### config.mk
export PLATFORM = sky130hd
export DESIGN_NAME = right_shift_seq
export DESIGN_NICKNAME = d
export VERILOG_FILES = /design/src/rtl/right_shift_seq_pkg.sv /design/src/rtl/right_shift_seq.sv
export SDC_FILE = /design/constraint.sdc
export NUM_CORES = 1
export LEC_CHECK = 0
export BUFFER_PORTS_ARGS = -buffer_cell sky130_fd_sc_hd__buf_2
export CELL_PAD_IN_SITES_DETAIL_PLACEMENT = 0
export CELL_PAD_IN_SITES_GLOBAL_PLACEMENT = 2
export CORE_ASPECT_RATIO = 1.5
export CORE_MARGIN = 8
export CORE_UTILIZATION = 31
export DETAILED_ROUTE_END_ITERATION = 10
export PLACE_DENSITY_LB_ADDON = 0.1
export RECOVER_POWER = 50
export SKIP_CTS_REPAIR_TIMING = 1
export SYNTH_ARGS = -nofsm -noshare
export SYNTH_HDL_FRONTEND = slang
export SYNTH_SLANG_ARGS = --single-unit
### constraint.sdc
create_clock -name clk -period 3.1 [get_ports clk]
set_input_delay 0.155 -clock clk [delete_from_list [all_inputs] [get_ports clk]]
set_output_delay 0.155 -clock clk [all_outputs]
set_load 0.02 [all_outputs]
### src/rtl/right_shift_seq_pkg.sv
// Shared types and defaults for the sequential right shifter.
package right_shift_seq_pkg;

    localparam int DEFAULT_WIDTH = 32;

    typedef enum logic [1:0] {
        IDLE  = 2'd0,
        SHIFT = 2'd1,
        DONE  = 2'd2
    } state_t;

endpackage

### src/rtl/right_shift_seq.sv
// Sequential right shifter: one bit position per clock, logical or arithmetic fill.
module right_shift_seq
    import right_shift_seq_pkg::*;
#(
    parameter int WIDTH = DEFAULT_WIDTH,
    parameter int SHW   = $clog2(WIDTH)
) (
    input  logic             clk,
    input  logic             reset,
    input  logic             start,
    input  logic [WIDTH-1:0] d,
    input  logic [SHW-1:0]   shamt,
    input  logic             arith,
    output logic             ready,
    output logic             busy,
    output logic             done,
    output logic [WIDTH-1:0] q
);

    state_t           state;
    state_t           state_next;
    logic [WIDTH-1:0] work;
    logic [SHW-1:0]   count;
    logic             fill;

    // NOTE: registers use non-blocking assignments so every flop samples pre-edge values.
    always_ff @(posedge clk) begin
        if (reset) begin
            state <= IDLE;
            q     <= '0;
            work  <= '0;
            count <= '0;
            fill  <= 1'b0;
        end else begin
            state <= state_next;
            case (state)
                IDLE: begin
                    if (start) begin
                        work  <= d;
                        count <= shamt;
                        fill  <= arith & d[WIDTH-1];
                    end
                end
                SHIFT: begin
                    // The counter only decrements while non-zero, so it can never wrap.
                    if (count != '0) begin
                        work  <= {fill, work[WIDTH-1:1]};
                        count <= count - SHW'(1);
                    end else begin
                        q <= work;
                    end
                end
                default: ;
            endcase
        end
    end

    // NOTE: next state gets a default before the case so no latch is inferred.
    always_comb begin
        state_next = state;
        case (state)
            IDLE:    if (start)         state_next = SHIFT;
            SHIFT:   if (count == '0)   state_next = DONE;
            DONE:                       state_next = IDLE;
            default:                    state_next = IDLE;
        endcase
    end

    assign ready = (state == IDLE);
    assign busy  = (state == SHIFT);
    assign done  = (state == DONE);

endmodule

# Word level (Yosys, flattened, before mapping)
# Cells that the tools add are included.
[totals]
inputBits = 41
ff_bits = 72
out_inout_bits = 35
[classes]
eq_ne = 5
bitwise = 2
add_sub_neg = 1
reduce_logical = 8
muxes = 9
[ops]
columns = ["operator", "n"]
rows = [
  ["$mux W32", 2],
  ["$pmux W32 S2", 1],
  ["$mux W5", 2],
  ["$pmux W5 S2", 1],
  ["$reduce_and A2 Y1", 3],
  ["$logic_not A5 Y1", 1],
  ["$reduce_bool A5 Y1", 1],
  ["$sub A5 B1 Y5 const B", 1],
  ["$mux W2", 2],
  ["$ne A2 B1 Y1 const B", 2],
  ["$pmux W2 S2", 1],
  ["$reduce_and A3 Y1", 1],
  ["$eq A2 B1 Y1 const B", 1],
  ["$eq A2 B2 Y1 const B", 1],
  ["$logic_not A2 Y1", 1],
  ["$ne A2 B2 Y1 const B", 1],
  ["$reduce_bool A2 Y1", 1],
  ["$and A1 B1 Y1", 1],
  ["$not A1 Y1", 1],
]

# Depth between registers and ports, before layout
[logic_depth]
word_depth = 3
mapped_depth = 8
mapped_depth_nobuf = 6

# Worst setup path after synthesis
# Ideal clock, no wire load.
[synth_timing]
path_kind = "reg2reg"
startpoint = "reg count[0]"
endpoint = "reg q[31]"
synth_period_minus_slack_ns = 1.512
path_stages_with_launch = 8
setup_slack_ns = 1.588
setup_ns = 0.132
required_time_ns = 2.968
t_arrival_ns = 1.379
path_buffers = 1
path_cell_list = "dfxtp_1 > inv_1 > ha_1 > nor4b_4 > nand2_1 > clkbuf_1 > nand2_1 > a21oi_1"
[synth_between]
elab_chain_len = 3
[synth_lines]
columns = ["item", "line", "text"]
rows = [
  ["start, declared", "right_shift_seq.sv:23", "logic [SHW-1:0] count;"],
  ["start signal, assigned", "right_shift_seq.sv:40", "count <= shamt;"],
  ["start signal, assigned", "right_shift_seq.sv:48", "count <= count - SHW'(1);"],
  ["$reduce_bool A5 Y1", "right_shift_seq.sv:46", "if (count != '0) begin"],
  ["$not A1 Y1 (no line)", "--", ""],
  ["$reduce_and A2 Y1 (no line)", "--", ""],
  ["end signal, assigned", "right_shift_seq.sv:50", "q <= work;"],
  ["end, declared", "right_shift_seq.sv:17", "output logic [WIDTH-1:0] q"],
]
# No other way between the ends.
# A chain may end at the register's enable or synchronous reset.

# Final worst setup path
[layout_timing]
startpoint = "reg state[1]"
endpoint = "reg q[3]"
[layout_between]
elab_chain_len = 2
[layout_lines]
columns = ["item", "line", "text"]
rows = [
  ["start, declared", "right_shift_seq.sv:20", "state_t state;"],
  ["start signal, assigned", "right_shift_seq.sv:35", "state <= state_next;"],
  ["$eq A2 B1 Y1", "right_shift_seq.sv:36", "case (state)"],
  ["$reduce_and A2 Y1 (no line)", "--", ""],
]
# No other way between the ends.

==> impl_metrics.tcl <==
set metrics [dict create \
    skew_ns 0.00426 \
    grt_max_degree 73 \
    ios 76 \
    power_frac_seq 0.451 \
    route.detailed.drc 0 \
    grt_use_met3 0.0317 \
    antenna_cells 0 \
    cts_root_buf "clkbuf_16" \
    hold_path.class "input port to register" \
    drv_cap 0 \
    netSwitchingPower_uw 721 \
    synth.area.top_cells "dfxtp_1 50%, nand2_1 17%, a311oi_1 9.6%" \
    grt_pass1_vias 2683 \
    grt_util_met2 0.210 \
    final_cell_area_sq_um 3530 \
    tightestPinTransition_ns 0.839 \
    final_cell_mix "131 x nand2_1, 72 x dfxtp_1, 41 x buf_2, 40 x nor2_1, 39 x clkbuf_1" \
    final_max_slew_viol_count 0 \
    grt.busiest_layer "met2" \
    dieWidth_um 95.1 \
    worstPathArrival_ns 2.59 \
    seq_area_frac_synth 0.496 \
    dpl_cell_area_sq_um 3330 \
    async_reset_ff_frac 0 \
    drtIter0Drc 94 \
    grt-ovfl-total 0 \
    cts_buffer_depth 2 \
    worst-r2r-cell-count 6 \
    grt_pass1_wl_mm 13.1 \
    gp_congestion 0.667 \
    switching_share 0.295 \
    grtUsageTotal 0.129 \
    htreeDepth 3 \
    rsz0062_at_grt "no" \
    port_buffers 75 \
    finalPower_mw 2.45 \
    whs_ns 0.0779 \
    rows 43 \
    syn_avg_cell_area_sq_um 7.88 \
    status "finished, final reports clean" \
    synth_edf_count 0 \
    tns_ns 0 \
    met1_usage 0.156 \
    fin_cells 549 \
    setup-violations-final 0 \
    die_y_um 135 \
    drt_first_pass_iters 4 \
    fin_crit_sh 0.754 \
    worst_slack_ns 0.762 \
    fin_crit_ns 2.34 \
    slew_headroom 0.441 \
    start_util 0.316 \
    worstPathRequired_ns 3.35 \
    ir_worst_vdd_mv 0.277 \
    crit_fanout 20 \
    path_class "register to register" \
    p_leak_nw 1.33 \
    synthMuxAreaShare 0 \
    hpwl_mm 5.26 \
    num_vias 2629 \
    synth_compound_area_frac 0.189 \
    cts_buffers 9 \
    insertion_delay_ns 0.33 \
    synthFlopType "dfxtp_1" \
    syn_area_sq_um 2910 \
    synth_top_family_by_area "simple AND/OR/NAND/NOR gates" \
    synth_top_area_share 0.496 \
    yosysWarnings 0 \
    avgViaCountPerCell 4.79 \
    core_area_sq_um 9200 \
    comb_power_share 0.187 \
    synth.largest_area_cell "dfxtp_1" \
    synthCells 369 \
    ant_nets 0 \
    hold_depth 3 \
    p_int_mw 1.73 \
    syn-num-nets 411 \
    ys_types 27 \
    dp_slack_ns 1.03 \
    wl_per_cell_um 14.5 \
    synthAdderAreaFrac 0.00430 \
    fin_util 0.384 \
    nNetsFinal 475 \
    p_per_area_nw_per_um2 693 \
    clock.fmax_mhz 428 \
    area_growth_pct 21.4 \
    p_clk_frac 0.362 \
    dieArea_sq_um 12800 \
    grt_antenna_before_repair 0 \
    ys_ff_latch 72 \
    cts_tree "done" \
    finalHoldViolCount 0 \
    dp.cells 534 \
    layout_commonest_cell "nand2_1" \
    routed_wl_mm 7.98 \
    cp-start-kind "register" \
    drive_above_1_share 0.142 \
    clkTransAtPathRegs_ns 0.05 \
    synth_xor_area_frac 0 \
    cts_sinks 72 \
    end_kind "register" \
    yosys.area_share.simple 0.254 \
]
## final timing paths
check / startpoint / end / slack [ns]
setup / recovery: state[1]$_SDFFE_PP0P_ / q[3]$_SDFFE_PP0P_ / 0.76
hold / removal: shamt[4] / count[4]$_SDFFE_PP0P_ / 0.08
setup reg to reg: state[1]$_SDFFE_PP0P_ / q[3]$_SDFFE_PP0P_ / 0.76
hold reg to reg: q[5]$_SDFFE_PP0P_ / q[5]$_SDFFE_PP0P_ / 0.45
## cells in the mapped netlist (2+ instances only)
master and n:
a21oi_1 38, a311oi_1 32, and2_1 4, buf_2 6, buf_4 7, clkbuf_1 16, dfxtp_1 72, inv_1 2
nand2_1 131, nand2b_1 2, nor2_1 40, o21ai_0 4
## sequential cells by signal, indices dropped and copies added (netlist names)
signal and count:
work 32, q 32, count 5, state 2
fill 1
## critical path: stages (launching register included)
cell and delay [ns]:
dfxtp_1 0.35, nand2b_1 0.67, clkinv_1 0.20, nand2_1 0.45
buf_4 0.36, nand2_1 0.09, a21oi_1 0.13
## power by group through the flow
stage / Clock [mW] / Combinational, mW / Sequential [mW]
3_3_place_gp: 0 / 0.474 / 1.12
6_report: 0.887 / 0.458 / 1.10
2_1_floorplan: 0 / 0.342 / 1.13
5_1_grt: 0.958 / 0.524 / 1.12
4_1_cts: 0.924 / 0.480 / 1.10
3_5_place_dp: 0 / 0.479 / 1.12
## cell type report
class / count / area (sq um)
repair buffers: 83 / 390
clock buffers: 14 / 244
fillers: 1034 / 5670
inverters: 3 / 11.3
flip-flops and latches: 72 / 1440
well taps: 112 / 140
clock inverters: 1 / 5.00
multi-input cells: 264 / 1300
## per-layer routing
layer	vias up	routed length, um
met5	-	0
met2	59	3780
met1	1195	3680
met3	9	383
li1	1366	-
met4	0	134
## cells by family (layout without fill, tap and decap cells)
group,count (synthesis),in the layout
fa+ha+maj,1,1
buf+inv,33,101
compound gates,80,80
simple gates,183,183
flops,72,72
Power figures use the tool's default switching activity.
